### src/rtl/axil_rw_arbiter.sv
// AXI4-Lite front end for the GPIO register bank.
// Buffers AW/W/AR, grants one register access at a time round-robin.
module axil_rw_arbiter #(
  parameter int ADDR_W = 32,
  parameter int DATA_W = 32
) (
  input  logic                iCLK,
  input  logic                iRSTN,
  input  logic [ADDR_W-1:0]   iAWADDR,
  input  logic                iAWVALID,
  output logic                oAWREADY,
  input  logic [DATA_W-1:0]   iWDATA,
  input  logic [DATA_W/8-1:0] iWSTRB,
  input  logic                iWVALID,
  output logic                oWREADY,
  output logic [1:0]          oBRESP,
  output logic                oBVALID,
  input  logic                iBREADY,
  input  logic [ADDR_W-1:0]   iARADDR,
  input  logic                iARVALID,
  output logic                oARREADY,
  output logic [DATA_W-1:0]   oRDATA,
  output logic [1:0]          oRRESP,
  output logic                oRVALID,
  input  logic                iRREADY,
  output logic [ADDR_W-1:0]   oREG_ADDR,
  output logic                oREG_WR,
  output logic                oREG_RD,
  output logic [DATA_W-1:0]   oREG_WDATA,
  output logic [DATA_W/8-1:0] oREG_WSTRB,
  input  logic [DATA_W-1:0]   iREG_RDATA,
  input  logic                iREG_ERR
);

  localparam int STRB_W = DATA_W / 8;

  typedef enum logic [2:0] {
    IDLE,
    WR,
    WR_RESP,
    RD,
    RD_WAIT,
    RD_RESP
  } state_t;

  state_t state;
  state_t stateNext;

  logic              awFull;
  logic              wFull;
  logic              arFull;
  logic [ADDR_W-1:0] awAddr;
  logic [DATA_W-1:0] wData;
  logic [STRB_W-1:0] wStrb;
  logic [ADDR_W-1:0] arAddr;
  logic              lastGrantWr;
  logic              wrErr;
  logic [DATA_W-1:0] rData;
  logic              rErr;

  logic wrPend;
  logic rdPend;
  logic grantWr;
  logic grantRd;
  logic bDone;
  logic rDone;

  assign wrPend = awFull & wFull;
  assign rdPend = arFull;
  assign bDone  = (state == WR_RESP) & iBREADY;
  assign rDone  = (state == RD_RESP) & iRREADY;

  always_comb begin
    stateNext = state;
    grantWr   = 1'b0;
    grantRd   = 1'b0;
    unique case (state)
      IDLE: begin
        // on a tie the type that did not win last time goes first
        grantWr = wrPend & (~rdPend | ~lastGrantWr);
        grantRd = rdPend & (~wrPend | lastGrantWr);
        if (grantWr) begin
          stateNext = WR;
        end else if (grantRd) begin
          stateNext = RD;
        end
      end
      WR:      stateNext = WR_RESP;
      WR_RESP: if (iBREADY) stateNext = IDLE;
      RD:      stateNext = RD_WAIT;
      RD_WAIT: stateNext = RD_RESP;
      RD_RESP: if (iRREADY) stateNext = IDLE;
      default: stateNext = IDLE;
    endcase
  end

  always_ff @(posedge iCLK or negedge iRSTN) begin
    if (!iRSTN) begin
      state <= IDLE;
    end else begin
      state <= stateNext;
    end
  end

  always_ff @(posedge iCLK or negedge iRSTN) begin
    if (!iRSTN) begin
      awFull <= 1'b0;
      awAddr <= '0;
    end else if (bDone) begin
      awFull <= 1'b0;
    end else if (iAWVALID && !awFull) begin
      awFull <= 1'b1;
      awAddr <= iAWADDR;
    end
  end

  always_ff @(posedge iCLK or negedge iRSTN) begin
    if (!iRSTN) begin
      wFull <= 1'b0;
      wData <= '0;
      wStrb <= '0;
    end else if (bDone) begin
      wFull <= 1'b0;
    end else if (iWVALID && !wFull) begin
      wFull <= 1'b1;
      wData <= iWDATA;
      wStrb <= iWSTRB;
    end
  end

  always_ff @(posedge iCLK or negedge iRSTN) begin
    if (!iRSTN) begin
      arFull <= 1'b0;
      arAddr <= '0;
    end else if (rDone) begin
      arFull <= 1'b0;
    end else if (iARVALID && !arFull) begin
      arFull <= 1'b1;
      arAddr <= iARADDR;
    end
  end

  always_ff @(posedge iCLK or negedge iRSTN) begin
    if (!iRSTN) begin
      lastGrantWr <= 1'b1;
    end else if (grantWr) begin
      lastGrantWr <= 1'b1;
    end else if (grantRd) begin
      lastGrantWr <= 1'b0;
    end
  end

  always_ff @(posedge iCLK or negedge iRSTN) begin
    if (!iRSTN) begin
      wrErr <= 1'b0;
    end else if (state == WR) begin
      wrErr <= iREG_ERR;
    end
  end

  // read data arrives one cycle after the strobe
  always_ff @(posedge iCLK or negedge iRSTN) begin
    if (!iRSTN) begin
      rData <= '0;
      rErr  <= 1'b0;
    end else if (state == RD_WAIT) begin
      rData <= iREG_RDATA;
      rErr  <= iREG_ERR;
    end
  end

  assign oAWREADY = ~awFull;
  assign oWREADY  = ~wFull;
  assign oARREADY = ~arFull;

  assign oBVALID = (state == WR_RESP);
  assign oBRESP  = {wrErr, 1'b0};
  assign oRVALID = (state == RD_RESP);
  assign oRRESP  = {rErr, 1'b0};
  assign oRDATA  = rData;

  assign oREG_WR    = (state == WR);
  assign oREG_RD    = (state == RD);
  assign oREG_ADDR  = oREG_WR ? awAddr :
                      oREG_RD ? arAddr : '0;
  assign oREG_WDATA = oREG_WR ? wData : '0;
  assign oREG_WSTRB = oREG_WR ? wStrb : '0;

endmodule

### config.mk
export PLATFORM = sky130hd
export DESIGN_NAME = axil_rw_arbiter
export DESIGN_NICKNAME = d
export VERILOG_FILES = /design/src/rtl/axil_rw_arbiter.sv
export SDC_FILE = /design/constraint.sdc
export NUM_CORES = 1
export LEC_CHECK = 0
export ABC_AREA = 1
export CORE_MARGIN = 5
export CORE_UTILIZATION = 40
export CTS_CLUSTER_DIAMETER = 120
export CTS_CLUSTER_SIZE = 30
export DETAILED_ROUTE_END_ITERATION = 6
export DONT_BUFFER_PORTS = 1
export GPL_ROUTABILITY_DRIVEN = 0
export MAX_ROUTING_LAYER = met4
export SLEW_MARGIN = 20
export SYNTH_ARGS = -nofsm -noshare
export SYNTH_HDL_FRONTEND = slang
export SYNTH_SLANG_ARGS = --single-unit
export TNS_END_PERCENT = 20
### constraint.sdc
create_clock -name iCLK -period 4.7 [get_ports iCLK]
set_clock_uncertainty 0.1 [all_clocks]
set_input_delay 0.94 -clock iCLK [delete_from_list [all_inputs] [get_ports iCLK]]
set_output_delay 0.94 -clock iCLK [all_outputs]
set_load 0.02 [all_outputs]
Word level (Yosys, flattened, before mapping) --
Cells that the tools add are included.
Storage, ports and cells: flip-flop bits (word level) 141, output and inout port bits 111, input bits 140, logic and storage cells 68
Cells by class: mux-type cells 19, equal/unequal tests 8, bitwise operators 14, reduce and logical (&&, ||, !) cells 15
Operator list (number):
- 2-to-1 mux 32 bit | 3
- case mux 3 bit (6 select lines) | 1
- 2-to-1 mux 3 bit | 4
- 2-to-1 mux 1 bit | 10
- nonzero test 2 bit | 4
- inverter 1 bit | 7
- == test 3 x 2 -> 1 bit, second input constant | 2
- == test 3 bit, second input constant | 2
- AND reduction 2 bit | 3
- bitwise AND 1 bit | 5
- 2-to-1 mux 4 bit | 1
- inequality test 2 x 1 -> 1 bit, second input constant | 2
- == test 3 x 1 -> 1 bit, second input constant | 1
- logical AND 1 bit | 3
- logical NOT 1 bit | 3
- logical NOT 3 bit | 1
- inequality test 3 bit, second input constant | 1
- AND reduction 3 bit | 1
- OR 1 bit | 2

Depth between registers and ports, before layout --
depth in word-level cells 7, depth in mapped cells 9, depth with buffers taken out 7

Least setup slack after synthesis --
No wires, ideal clock.
path type reg-to-output, start reg state[2], end out oREG_WDATA[24], cell stages (with the launch flop) 7, buffers on the path 3, path slack 2308 ps, data required time 3660 ps, arrival 1352 ps, cell sequence dfrtp_1 buf_2 nor2_1 nand2_1 buf_2 buf_2 nor2_1
On the way: cells in the longest elaborated chain, start to end 2
RTL lines:
- start, declared | line 46 | state_t state;
- start signal, assigned | line 101 | state <= stateNext;
- == test 3 x 1 -> 1 bit | line 182 | assign oREG_WR = (state == WR);
- 2-to-1 mux 32 bit | line 186 | assign oREG_WDATA = oREG_WR ? wData : '0;
- end, declared | line 29 | output logic [DATA_W-1:0] oREG_WDATA,
No other way between the ends.

Final worst setup path --
start reg state[2], end out oREG_ADDR[29]
RTL lines:
- == test 3 x 1 -> 1 bit | line 182
- net oREG_WR | line 27 | output logic oREG_WR,
- 2-to-1 mux 32 bit | line 184 | assign oREG_ADDR = oREG_WR ? awAddr :
- end, declared | line 26 | output logic [ADDR_W-1:0] oREG_ADDR,
The timed path passes the listed nets, and every way through them passes these cells.

==> results.cfg <==
[status]
outcome = completed

[logic_synthesis]
synth_fa_ha_area_share_pct = 0
synthCells = 752
synth_simple_gate_area_share_pct = 31.0
synth_top_family_by_area = simple AND/OR/NAND/NOR gates
synth_top_area_cell = dfrtp_1
yosys_register_bits = 141
synth-xor-area-share_pct = 0
synth_top_area_share_pct = 55.8
synth_edf_count = 0
synth_top_flop_cell = dfrtp_1
synth-compound-area-share_pct = 5.02
netlist_area_um2 = 6280
synth.area.top_cells = dfrtp_1 56%, nand2_1 17%, nand3_1 11%, a22o_1 4.5%, inv_1 3.0%
synth.mux.area_fraction_pct = 0
synth-async-reset-ratio_pct = 100
ys_seq_area_share_pct = 56.2
ys_types = 20
yosys_warnings = 0
syn_area_per_cell_um2 = 8.35

[cts]
cts-root-buf = clkbuf_16
numCtsBuffers = 17
clockBufferDepth = 2
cts.sinks = 141
h-tree-depth = 4
tritoncts = built
worstSkewPairLatency_ns = 0.41
hold_buffers = 0
ctsResizeCount = 0
clk_pin_slew_ns = 0.06
post_cts_buffers = 0

[finish]
drive_gt1_share_pct = 7.15
antennaDiodeCount = 0
num-fill-cells = 1539
multi_input_area_um2 = 2270
post_layout_nonfiller_instances = 952
layout.nets = 868
final_util_pct = 45.3
fin_area_um2 = 6940
syn_to_final_growth_pct = 10.5
final-seq-area_um2 = 3530

[timing]
layout_worst_path_cycle_share_pct = 74.1
holdWs_ns = 0.122
tightest_slew_ns = 1.04
report.final.slew_viol_count = 0
fin_ws_ns = 1.22
max_freq_ghz = 0.287
slew_headroom_pct = 30.5
hold_viol = 0
fin_crit_ns = 3.48
rsz0062_at_grt = false
setup_tns_ns = 0
finalSetupViolCount = 0

[power_and_ir_drop]
cellPowerDensity_nw_per_um2 = 751
ir_worst_vdd_mv = 0.316
design_power_total_mw = 5.21
leakage_nw = 3.65

[grt]
grt_overflow = 0
antenna_found_initial = 0
grt_pass1_vias = 4795
grt_max_degree = 142
grtUsageTotal_pct = 18.2
grt_first_pass_wirelength_mm = 25.5

[place]
placed_cell_area_um2 = 6320
preCtsSetupSlack_ns = 1.66
hpwl_mm = 11.4
port_buffers = 0
dp.cells = 920

[detailed_routing]
ant_nets = 0
routed_wl_mm = 16.1
vias_per_cell = 5.14
num_vias = 4891
drc_errors = 0
first_pass_iters = 5
first_iter_violations = 316
wl_per_cell_um = 16.9

[hold_path]
hp-class = in -> async

[worst_setup_path]
critPathKind = reg -> out
cp-start-kind = flop
critPathSlowestCell = inv_2
critical_path.top_delay_family = buffers and inverters
critPathMaxFanout = 40
worst_ep_required_time_ns = 3.66
crit_top_cell = buf_4
path_cells = buf_4 > nor2_1 > nand2_1 > buf_4 > inv_2 > a22o_1
slowest_delay_ns = 0.54
cp.arrival_ns = 2.44
critical_path.endpoint_type = primary output
crit_buf_inv = 3

[die]
num_rows = 45
die_height_um = 135
die_area_um2 = 18300
io_pins = 251
die_x_um = 135
core_region_area_um2 = 15300
start_util_pct = 41.0

[flow_run]
maxCapViolCount = 0
-- logic make-up (layout without fill, tap and decap cells) --
| group | after synthesis | after routing |
|---|---|---|
| buffers and inverters | 105 | 93 |
| flip-flops | 141 | 141 |
| AND/OR/NAND/NOR | 466 | 466 |
| AO/OA/AOI/OAI | 39 | 39 |
| other | 1 | 2 |
-- cells in the final DEF (no fill, tap or decap), types with 4 or more instances in the layout --
| master | count |
|---|---|
| inv_1 | 50 |
| a22o_1 | 32 |
| dfrtp_1 | 140 |
| nor2_2 | 6 |
| clkinvlp_4 | 4 |
| nor2_1 | 39 |
| buf_4 | 8 |
| o21ai_0 | 5 |
| nand2_1 | 280 |
| clkbuf_16 | 17 |
| nand3_1 | 137 |
-- state kept, by name, indices dropped and copies added (netlist names), 3 cells and up --
register / cells
arAddr: 32
awAddr: 32
wStrb: 4
state: 3
wData: 32
oRDATA: 32
-- layer usage --
| metal | routed length (µm) | track usage, % | up-vias |
|---|---|---|---|
| li1 | - | - | 2338 |
| met1 | 6750 | 23.5 | 2337 |
| met2 | 7850 | 28.0 | 196 |
| met3 | 1230 | 5.09 | 20 |
| met4 | 298 | 5.60 | 0 |
| met5 | 0 | - | - |
-- worst reg2reg max path, cell delays in order, from the launching register on --
cell and delay, ns:
dfrtp_1 0.33, buf_4 0.33, nand2_1 0.13, nor2_2 0.31, nand2_2 0.45, nand2_1 0.93, nand2_1 0.13, nand2_1 0.10
-- synthesized netlist by cell type, types with 2 or more instances --
cell type	instances
a21oi_1	2
a22o_1	32
buf_1	2
buf_2	17
buf_4	13
buf_6	3
clkbuf_1	17
dfrtp_1	140
inv_1	50
inv_2	3
nand2_1	280
nand2_2	2
nand3_1	137
nor2_1	41
nor2_2	4
o21ai_0	5
-- cell type report --
| type | count | share of cell area [%] |
|---|---|---|
| inverters | 53 | 2.87 |
| multi-input cells | 507 | 32.7 |
| repair buffers | 8 | 0.865 |
| well taps | 211 | 3.80 |
| flip-flops and latches | 141 | 50.9 |
| clock buffers | 17 | 6.13 |
| clock inverters | 15 | 2.72 |
-- final timing paths --
path	endpoint	depth (start not counted)	slack, ns	start
worst max-delay path	oREG_ADDR[29]	6	1.22	state[2]
worst min-delay path	arAddr[25]	0	0.12	iRSTN
worst max register to register	arAddr[7]	7	1.83	state[2]
worst min register to register	wStrb[1]	2	0.37	wStrb[1]
max in group asynchronous	wFull	0	4.04	iRSTN
min in group iCLK	wStrb[1]	2	0.37	wStrb[1]
-- power breakdown --
part	switching (mW)	internal (mW)	total (mW)
Combinational	1.06	0.438	1.50
Clock	0.541	0.844	1.39
Sequential	0.553	1.78	2.33
(Power assumes the default switching activity.)
==> edit (config.mk and constraints unchanged) <==
Set the parameter `ADDR_W` to 64 (it was 32).
--- a/src/rtl/axil_rw_arbiter.sv
+++ b/src/rtl/axil_rw_arbiter.sv
@@ -2,5 +2,5 @@
 // Buffers AW/W/AR, grants one register access at a time round-robin.
 module axil_rw_arbiter #(
-  parameter int ADDR_W = 32,
+  parameter int ADDR_W = 64,
   parameter int DATA_W = 32
 ) (
Interface: changed (resized iARADDR, iAWADDR and oREG_ADDR); port bits go from 251 to 347. The function was not compared with the original's and may differ.
==> edit against the original RTL <==
Sequential cell count is 64 higher; non-clock buffer count up 3; synthesized cell count rose by 42%; sequential power up 42%; wire length up 66%; setup slack got worse by 0.13 ns; total power up 24%; largest power group unchanged; area after synthesis grew 46%; design area is 36% higher.
==> edit: results <==
group,metric,value,unit
yosys,synthTopCellsByCount,"nand2_1 (408), dfrtp_1 (204), nand3_1 (200)",
yosys,yosys.cell_count.top_type,"nand2_1",
setup_path,r2r-end,"arAddr[25]",
setup_path,rr_worst_depth,8,
yosys,yosysWarnings,0,
route,wl_met3,2340,um
placement,hpwl,17700,um
route,met2WireLength,12600,um
yosys,yosysSeqAreaShare,55.9,%
setup_path,ff2ff_setup_slack,2.02,ns
grt,track_usage,20.3,%
run_status,status,"completed",
power_and_ir_drop,leakage,4.97,nW
yosys,synth.area.top_cells,"dfrtp_1 (56%), nand2_1 (17%), nand3_1 (11%), a22o_1 (6.1%), buf_2 (2.1%)",
route,vias_per_cell,5.44,
route,drt-met1-wl,11400,um
layout,drive_gt1_share,3.94,%
power_and_ir_drop,ir_drop,0.000336,V
route,routedWlPerCell,20.6,um
route,routed_wl,26800,um
timing,max_slew_margin,36.4,%
yosys,netlist_instances,1070,
route,drtIter0Drc,540,
placement,port_buffers,0,
grt,grt_pass1_vias,7041,
layout,nets,1216,
layout,top_regs,"arAddr: 64 flops, awAddr: 64 flops",
clock_tree,insertion_delay,0.47,ns
setup_path,slowest_delay,0.72,ns
clock_tree,htree_levels,1,
setup_path,critPathCapture,"oREG_ADDR[43]",
grt,grt_pass1_wl,41600,um
placement,dp.cells,1285,
clock_tree,clk_pin_slew_worst_paths,0.12,ns
setup_path,worst-path-max-fanout,42,
## edit: power breakdown
group | switching, mW | leakage [nW] | internal [mW]
combinational | 1.54 | 2.28 | 0.639
clock | 0.555 | 0.138 | 0.432
sequential | 0.747 | 2.55 | 2.57
## edit: layer usage
layer  GRT usage, %  up-vias
li1               -     3320
met1           26.8     3406
met2           31.5      316
met3           5.38       31
met4           4.69        0
met5              -        -
## edit: how the worst min path moves through the flow
stage                   start        end  slack [ns]
floorplan            wData[0]   wData[0]        0.34
global placement     wData[5]   wData[5]        0.35
detailed placement  wData[25]  wData[25]        0.36
CTS                     iRSTN  arAddr[1]        0.02
global route            iRSTN  arAddr[1]        0.01
finish                  iRSTN  arAddr[1]        0.04
## edit: layout make-up
class                           count  area (um2)
Timing Repair Buffer               11        82.6
Inverter                           53         200
Clock inverter                      1        7.51
Multi-Input combinational cell    731        3380
Clock buffer                       13         283
Sequential cell                   205        5130
Tap cell                          285         357
Fill cell                        2277       13200
Antenna cell                        2        5.00
## edit: cells by family (layout without fill, tap and decap cells)
family | after synthesis | after routing | synth area share [%]
AND/OR/NAND/NOR | 658 | 658 | 30.0
AO/OA/AOI/OAI | 71 | 71 | 6.49
buffers and inverters | 135 | 78 | 7.56
other | 1 | 4 | 0.0408
flip-flops | 205 | 205 | 55.9
## edit: stage by stage
step / hold WS, ns / instance area [um2] / worst slack (ns)
3_5_place_dp: 0.358 / 9150 / 1.60
6_report: 0.0437 / 9440 / 1.09
4_1_cts: 0.0206 / 9440 / 1.08
5_1_grt: 0.00994 / 9440 / 0.926
3_3_place_gp: 0.353 / 9150 / 1.73
2_1_floorplan: 0.342 / 9180 / 2.31
